$ cat src/rtl/sal_fifo_pkg.sv
// ---------------------------------------------------------------------------
// sal_fifo_pkg
//   Shared types and helpers for the multi-channel request FIFO (sal_mc_fifo)
//   and its per-channel controller (sal_fifo_ctrl).
//   - fifo_status_t : per-channel status flags {full, afull, empty, aempty}
//   - clog2_min1()  : $clog2 that never returns less than 1, for index widths
// ---------------------------------------------------------------------------
package sal_fifo_pkg;

  typedef struct packed {
    logic full;
    logic afull;
    logic empty;
    logic aempty;
  } fifo_status_t;

  // A single-channel build still needs a 1-bit channel select port.
  function automatic int clog2_min1(input int n);
    return (n <= 1) ? 1 : $clog2(n);
  endfunction

endpackage

$ cat src/rtl/sal_fifo_ctrl.sv
// ---------------------------------------------------------------------------
// sal_fifo_ctrl
//   Pointer, occupancy and flag bookkeeping for one channel of sal_mc_fifo.
//   Storage lives in the parent; this block only decides acceptance and
//   supplies the slot addresses.
//
// Ports
//   clk, rst_n        clock, synchronous active-low reset
//   wr_req, rd_req    write / read requested on this channel this cycle
//   wr_ok, rd_ok      request accepted (combinational from registered flags)
//   wr_addr, rd_addr  slot within this channel's partition
//   cnt               registered occupancy, 0..2**DEPTH_LG2
//   status            registered {full, afull, empty, aempty}
//   ovf, udf          sticky rejected-write / rejected-read flags
// ---------------------------------------------------------------------------
module sal_fifo_ctrl
  import sal_fifo_pkg::*;
#(
  parameter int DEPTH_LG2    = 3,
  parameter int AFULL_THRES  = (1 << DEPTH_LG2) - 1,
  parameter int AEMPTY_THRES = 1
) (
  input  logic                 clk,
  input  logic                 rst_n,
  input  logic                 wr_req,
  input  logic                 rd_req,
  output logic                 wr_ok,
  output logic                 rd_ok,
  output logic [DEPTH_LG2-1:0] wr_addr,
  output logic [DEPTH_LG2-1:0] rd_addr,
  output logic [DEPTH_LG2:0]   cnt,
  output fifo_status_t         status,
  output logic                 ovf,
  output logic                 udf
);

  localparam int PTR_W = DEPTH_LG2 + 1;
  localparam logic [PTR_W-1:0] AFULL_CNT  = PTR_W'(AFULL_THRES);
  localparam logic [PTR_W-1:0] AEMPTY_CNT = PTR_W'(AEMPTY_THRES);

  logic [PTR_W-1:0] wrptr_q, rdptr_q, wrptr_d, rdptr_d;
  logic [PTR_W-1:0] cnt_q, cnt_d;
  fifo_status_t     status_q, status_d;
  logic             ovf_q, udf_q;

  // Acceptance looks only at registered flags, so a full channel rejects a
  // same-cycle write even when a read frees a slot, and an empty channel
  // rejects a same-cycle read even when a write arrives (no bypass).
  assign wr_ok = wr_req & ~status_q.full;
  assign rd_ok = rd_req & ~status_q.empty;

  // NOTE: every variable assigned in always_comb gets a default first, so no
  // path can leave it unassigned and infer a latch.
  always_comb begin
    wrptr_d         = wrptr_q + PTR_W'(wr_ok);
    rdptr_d         = rdptr_q + PTR_W'(rd_ok);
    cnt_d           = wrptr_d - rdptr_d;
    status_d        = '0;
    status_d.full   = (wrptr_d[PTR_W-1] != rdptr_d[PTR_W-1]) &&
                      (wrptr_d[PTR_W-2:0] == rdptr_d[PTR_W-2:0]);
    status_d.empty  = (wrptr_d == rdptr_d);
    status_d.afull  = (cnt_d >= AFULL_CNT);
    status_d.aempty = (cnt_d <= AEMPTY_CNT);
  end

  // NOTE: state registers use non-blocking assignments so every flop samples
  // the pre-edge values regardless of block ordering.
  always_ff @(posedge clk) begin
    if (!rst_n) begin
      wrptr_q  <= '0;
      rdptr_q  <= '0;
      cnt_q    <= '0;
      status_q <= '{full: 1'b0, afull: 1'b0, empty: 1'b1, aempty: 1'b1};
      ovf_q    <= 1'b0;
      udf_q    <= 1'b0;
    end else begin
      wrptr_q  <= wrptr_d;
      rdptr_q  <= rdptr_d;
      cnt_q    <= cnt_d;
      status_q <= status_d;
      ovf_q    <= ovf_q | (wr_req & status_q.full);
      udf_q    <= udf_q | (rd_req & status_q.empty);
    end
  end

  assign wr_addr = wrptr_q[DEPTH_LG2-1:0];
  assign rd_addr = rdptr_q[DEPTH_LG2-1:0];
  assign cnt     = cnt_q;
  assign status  = status_q;
  assign ovf     = ovf_q;
  assign udf     = udf_q;

endmodule

$ cat src/rtl/sal_mc_fifo.sv
// ---------------------------------------------------------------------------
// sal_mc_fifo
//   NUM_CH independent FIFOs sharing one statically partitioned storage array,
//   one write port and one read port, each steered by a channel index.
//   Buffers per-bank requests between the DDR2 scheduler and the command path.
//   Channel c owns slots c*DEPTH .. c*DEPTH+DEPTH-1.
//
// Ports
//   clk, rst_n          clock, synchronous active-low reset
//   wren_i/wch_i/wdata_i  write request, channel, payload
//   rden_i/rch_i          read request, channel
//   rvalid_o/rdata_o      registered read data, valid 1 cycle after accept;
//                         rdata_o holds its last value otherwise
//   rperr_o               parity error on rdata_o, qualified by rvalid_o
//   full_o/afull_o/empty_o/aempty_o  per-channel registered flags
//   cnt_o                 per-channel occupancy, DEPTH_LG2+1 bits each
//   ovf_o/udf_o           per-channel sticky rejected write / read
//
// Build option
//   SAL_MCFIFO_PARITY_EN  store an even-parity bit with each word and check it
//                         on read; when undefined rperr_o is tied low.
// ---------------------------------------------------------------------------
module sal_mc_fifo
  import sal_fifo_pkg::*;
#(
  parameter int  NUM_CH       = 4,
  parameter int  DEPTH_LG2    = 3,
  parameter int  DATA_WIDTH   = 32,
  parameter int  AFULL_THRES  = (1 << DEPTH_LG2) - 1,
  parameter int  AEMPTY_THRES = 1,
  localparam int CH_W         = clog2_min1(NUM_CH),
  localparam int CNT_W        = DEPTH_LG2 + 1
) (
  input  logic                    clk,
  input  logic                    rst_n,
  input  logic                    wren_i,
  input  logic [CH_W-1:0]         wch_i,
  input  logic [DATA_WIDTH-1:0]   wdata_i,
  input  logic                    rden_i,
  input  logic [CH_W-1:0]         rch_i,
  output logic                    rvalid_o,
  output logic [DATA_WIDTH-1:0]   rdata_o,
  output logic                    rperr_o,
  output logic [NUM_CH-1:0]       full_o,
  output logic [NUM_CH-1:0]       afull_o,
  output logic [NUM_CH-1:0]       empty_o,
  output logic [NUM_CH-1:0]       aempty_o,
  output logic [NUM_CH*CNT_W-1:0] cnt_o,
  output logic [NUM_CH-1:0]       ovf_o,
  output logic [NUM_CH-1:0]       udf_o
);

  localparam int ADDR_W = CH_W + DEPTH_LG2;
`ifdef SAL_MCFIFO_PARITY_EN
  localparam int MEM_W = DATA_WIDTH + 1;
`else
  localparam int MEM_W = DATA_WIDTH;
`endif

  logic [NUM_CH-1:0]    wr_req, rd_req, wr_ok, rd_ok;
  logic [DEPTH_LG2-1:0] wr_addr [NUM_CH];
  logic [DEPTH_LG2-1:0] rd_addr [NUM_CH];
  fifo_status_t         status  [NUM_CH];

  for (genvar c = 0; c < NUM_CH; c++) begin : g_ch
    // A channel index beyond NUM_CH matches no controller, so it is ignored.
    assign wr_req[c] = wren_i && (wch_i == CH_W'(c));
    assign rd_req[c] = rden_i && (rch_i == CH_W'(c));

    sal_fifo_ctrl #(
      .DEPTH_LG2   (DEPTH_LG2),
      .AFULL_THRES (AFULL_THRES),
      .AEMPTY_THRES(AEMPTY_THRES)
    ) u_ctrl (
      .clk    (clk),
      .rst_n  (rst_n),
      .wr_req (wr_req[c]),
      .rd_req (rd_req[c]),
      .wr_ok  (wr_ok[c]),
      .rd_ok  (rd_ok[c]),
      .wr_addr(wr_addr[c]),
      .rd_addr(rd_addr[c]),
      .cnt    (cnt_o[c*CNT_W +: CNT_W]),
      .status (status[c]),
      .ovf    (ovf_o[c]),
      .udf    (udf_o[c])
    );

    assign full_o[c]   = status[c].full;
    assign afull_o[c]  = status[c].afull;
    assign empty_o[c]  = status[c].empty;
    assign aempty_o[c] = status[c].aempty;
  end

  // {channel, slot} is exactly channel*DEPTH + slot.
  logic [ADDR_W-1:0] waddr, raddr;
  always_comb begin
    waddr = '0;
    raddr = '0;
    for (int c = 0; c < NUM_CH; c++) begin
      if (wr_ok[c]) waddr = {CH_W'(c), wr_addr[c]};
      if (rd_ok[c]) raddr = {CH_W'(c), rd_addr[c]};
    end
  end

  logic [MEM_W-1:0] wword, rword;
`ifdef SAL_MCFIFO_PARITY_EN
  assign wword = {^wdata_i, wdata_i};
`else
  assign wword = wdata_i;
`endif

  logic [MEM_W-1:0] mem [1 << ADDR_W];

  // NOTE: storage is deliberately left out of reset; pointers guarantee no
  // slot is read before it is written, and an unreset array maps onto RAM.
  always_ff @(posedge clk) begin
    if (|wr_ok) mem[waddr] <= wword;
  end

  assign rword = mem[raddr];

  logic                  rvalid_q;
  logic [DATA_WIDTH-1:0] rdata_q;

  always_ff @(posedge clk) begin
    if (!rst_n) begin
      rvalid_q <= 1'b0;
      rdata_q  <= '0;
    end else begin
      rvalid_q <= |rd_ok;
      if (|rd_ok) rdata_q <= rword[DATA_WIDTH-1:0];
    end
  end

`ifdef SAL_MCFIFO_PARITY_EN
  logic rperr_q;
  always_ff @(posedge clk) begin
    if (!rst_n) rperr_q <= 1'b0;
    else        rperr_q <= (|rd_ok) && (rword[DATA_WIDTH] != ^rword[DATA_WIDTH-1:0]);
  end
  assign rperr_o = rperr_q;
`else
  assign rperr_o = 1'b0;
`endif

  assign rvalid_o = rvalid_q;
  assign rdata_o  = rdata_q;

endmodule
$ cat config.mk
export PLATFORM = sky130hd
export DESIGN_NAME = sal_mc_fifo
export DESIGN_NICKNAME = d
export VERILOG_FILES = /design/src/rtl/sal_fifo_pkg.sv /design/src/rtl/sal_fifo_ctrl.sv /design/src/rtl/sal_mc_fifo.sv
export SDC_FILE = /design/constraint.sdc
export NUM_CORES = 1
export LEC_CHECK = 0
export CAP_MARGIN = 30
export CORE_UTILIZATION = 45
export CTS_CLUSTER_DIAMETER = 60
export DETAILED_ROUTE_END_ITERATION = 7
export GPL_TIMING_DRIVEN = 0
export PLACE_DENSITY = 0.59
export SLEW_MARGIN = 0
export SYNTH_ARGS = -nofsm -noshare
export SYNTH_HDL_FRONTEND = slang
export SYNTH_SLANG_ARGS = --single-unit
export TNS_END_PERCENT = 30
$ cat constraint.sdc
create_clock -name clk -period 10.2 [get_ports clk]
set_clock_uncertainty 0.05 [all_clocks]
set_input_delay 1.53 -clock clk [delete_from_list [all_inputs] [get_ports clk]]
set_output_delay 1.53 -clock clk [all_outputs]
set_load 0.02 [all_outputs]
==> impl_results.md, run 1 <==
* Run status: completed
* FF-to-FF path depth at 9
* Number of synthesized flops with an enable pin at 1024
* CTS Sinks at 1129
* Hold Path Depth at 2
* FP Rows at 113
* Final min period at 5.611 ns
* Setup bufs post-CTS at 0
* Unrepaired setup endpoints after global routing: false
* CTS tree: built
* Yosys top cell area share at 71.51%
* Total congestion overflow at 0
* Worst setup path class: in -> reg
* Synth cell types at 61
* TritonCTS Buffers at 114
* Crit path depth at 11
* Slew HR at 31.86%
* Die span in x at 311.1 um
* Buffers on Ports at 112
* Syn Nets at 2534
* Longest Clk Path Bufs at 3
* H-tree depth at 3
* Synth Flop Type: edfxtp_1
* Bufs and invs on worst path at 4
* Synth top cells by count: 1024 x edfxtp_1, 228 x mux2i_1, 116 x nand2_1, 105 x dfxtp_1, 105 x nor2_1
* Critical path launch point type: input pin
* Post-DP HPWL at 77040 um
* Final net count at 2829
* Yosys warns at 0
* Initial antenna violation count at 1
* CP dominant cell by count: clkbuf_1
* Critical Path Max Stage Delay at 0.86 ns
* Critical path, cell by cell: clkdlybuf4s50_1, and2_1, clkbuf_1, a32o_1, o22ai_1, clkbuf_1, nor3_1, clkbuf_1, a221o_1, nor4_1, o211ai_1
* PostCTS Resize Cnt at 0
* Synthesis-to-layout area growth at 19.09%
* # IOs at 114
* Core Area at 94870 um2
* Root Buffer: clkbuf_16
* CP max FO at 10
* DR WL/cell at 27.13 um
* Die ar. at 96800 um2
* Maximum clock rate at 0.1782 GHz
* Count leader, synth: edfxtp_1
* Hold Fails Final Rpt at 0
* Post-CTS Hold Fix Bufs at 0
* Final WL at 112000 um
* Worst Path Required at 10.66 ns
* DR iter-0 viols at 2583
* Total chip power at 0.009651 W
* Top Family by Delay on Critical Path: buffers and inverters
* Slowest-stage cell, CP: nor4_1
* MaxCap Viol Count at 0
* Worst-case vdd ir drop at 0.1233 mV
* Leakage at 17.46 nW
* Vias at 24030
* # fillers at 7493
* GRT Overall Usage at 23.06%
* Tcrit/Tclk final at 55.01%
* Vias per cell at 5.821
* DRT antenna net count at 0
* Synth async-reset ratio at 0%
* First-pass GRT wire length at 162500 um
* Vias in the first global route at 24220
* FF+latch count, synth at 1129
* Crit end category: flop
* Min-Delay Path Class: reg -> reg
* Synth Instances at 2468
* DRC viols at 0
* P per Cell Area at 188.5 nW/um2
* TritonRoute pass-1 iters at 5
* Slew Viols, Final at 0
* Largest area contributor in the netlist: edfxtp_1
* # setup viols final at 0
* Starting density of the core at 45.33%
* Clock-pin slew on the worst setup and hold paths at 0.06 ns
* GPL Wtd Cong at 0.8269
* Seq/Total Area, Yosys at 76.40%
* Layout cells sized above 1 at 14.05%
* Worst-Skew Late Latency at 0.69 ns
* Worst path arrival time at 6.07 ns
* Die Y at 311.1 um
* Largest net degree at the start of global routing at 33
* Cell area after synthesis at 43000 um2
* Post-synthesis area per instance at 17.42 um2
* Pin slew with the least headroom to its limit at 1.013 ns
* Ranking of synthesized cells by area: edfxtp_1 72%, mux2i_1 5.3%, dfxtp_1 4.9%, mux4_2 3.2%, a22oi_1 1.8%
* Setup TNS at 0 ns
power by group:
part / switching, W / internal, W / total [W] / leakage (nW)
Clock: 0.00173 / 0.00248 / 0.00421 / 1.86
Sequential: 0.0000227 / 0.00508 / 0.00510 / 10.1
Combinational: 0.000215 / 0.000119 / 0.000335 / 5.53
Total: 0.00197 / 0.00768 / 0.00965 / 17.5
registers in the layout, summed over array words and instances, names as in the netlist:
register,cells
mem,1024
rdata_o,32
g_ch.u_ctrl.cnt,16
g_ch.u_ctrl.rdptr_q,16
g_ch.u_ctrl.status,16
g_ch.u_ctrl.wrptr_q,16
g_ch.u_ctrl.ovf,4
g_ch.u_ctrl.udf,4
rvalid_o,1
worst register-to-register path, delay by kind of cell (launching register included):
family / cells / cell delay (ns)
flops: 1 / 0.45
buf+inv: 2 / 1.07
compound gates: 4 / 1.36
simple gates: 3 / 1.20
layout by cell type (no fill, tap or decap), drive strengths merged, types with 25 or more instances in the layout:
cell	netlist	layout
and2	26	26
mux4	62	62
edfxtp	1024	1024
o21ai	39	39
a22oi	103	103
a21oi	75	75
o22ai	98	98
clkdlybuf4s50	0	112
clkinv	0	45
nor3	30	30
dfxtp	105	105
nand2	116	116
nor2	105	105
o211ai	31	31
clkbuf	72	226
mux2i	228	228
ha	25	25
buf	69	134
a221o	47	47
final timing paths:
check / slack [ns] / start / end
min reg2reg: 0.43 / g_ch[1].u_ctrl.ovf$_SDFF_PN0_ / g_ch[1].u_ctrl.ovf$_SDFF_PN0_
min: 0.43 / g_ch[1].u_ctrl.ovf$_SDFF_PN0_ / g_ch[1].u_ctrl.ovf$_SDFF_PN0_
max: 4.59 / rden_i / rdata_o[26]$_SDFFE_PN0P_
max reg2reg: 5.92 / g_ch[2].u_ctrl.status[1]$_SDFF_PN1_ / rdata_o[26]$_SDFFE_PN0P_
layout make-up:
| class | instances | area [um2] | area share (%) |
|---|---|---|---|
| tap | 1265 | 1583 | 3.091 |
| inverter | 23 | 86.33 | 0.1686 |
| antenna | 2 | 5.005 | 0.009773 |
| timing repair buffer | 179 | 2562 | 5.004 |
| multi-input combinational | 1175 | 9614 | 18.77 |
| clock inverter | 63 | 680.7 | 1.329 |
| clock buffer | 152 | 3134 | 6.120 |
| sequential | 1129 | 32850 | 64.15 |
| buffer | 141 | 694.4 | 1.356 |
layer usage:
layer / up-vias / global-route usage (%) / wire, um / part of all wire, %
met2: 966 / 37.54 / 53830 / 48
met4: 0 / 7.512 / 3398 / 3.0
li1: 10510 / - / - / -
met3: 168 / 3.259 / 8169 / 7.3
met5: - / 0 / 0 / 0
met1: 12390 / 32.08 / 46630 / 42
kinds of logic after synthesis:
logic type / Yosys count / synth area share, %
DFF: 1129 / 76.40
AOI/OAI and AO/OA: 466 / 7.612
and+or+nand+nor: 347 / 3.882
muxes: 293 / 8.642
buffers and inverters: 164 / 1.816
xor gates and xnor gates: 37 / 0.7536
adders and majority gates: 31 / 0.8904
other: 1 / 0.008721
through the flow:
stage | utilization (%) | area [um2] | hold slack (ns) | instances | worst slack (ns)
floorplan | - | 43000 | 0.3880 | 2468 | 5.695
global placement | 48.18 | 45710 | 0.3982 | 3845 | 3.148
detailed placement | 49.86 | 47300 | 0.4226 | 3908 | 4.139
CTS | 53.88 | 51110 | 0.4396 | 4123 | 4.844
global route | 53.98 | 51210 | 0.4693 | 4127 | 4.566
finish | 53.98 | 51210 | 0.4279 | 4129 | 4.589
Power figures use the tool's default switching activity.
==> run 2: changes to the inputs <==
- clock period: 10.2 -> 5.17 ns (I/O delays scaled with it)
==> results of run 2 <==
Same layout as run 1 (identical final DEF). Status: completed.
Main changes from that run: setup slack after placement 4.139 ns -> -0.1364 ns; setup slack after layout 4.589 ns -> 0.3137 ns; register-to-register setup slack 5.92 ns -> 0.89 ns; total power 0.009651 W -> 0.01904 W; worst IR drop on VDD 0.1233 mV -> 0.2433 mV
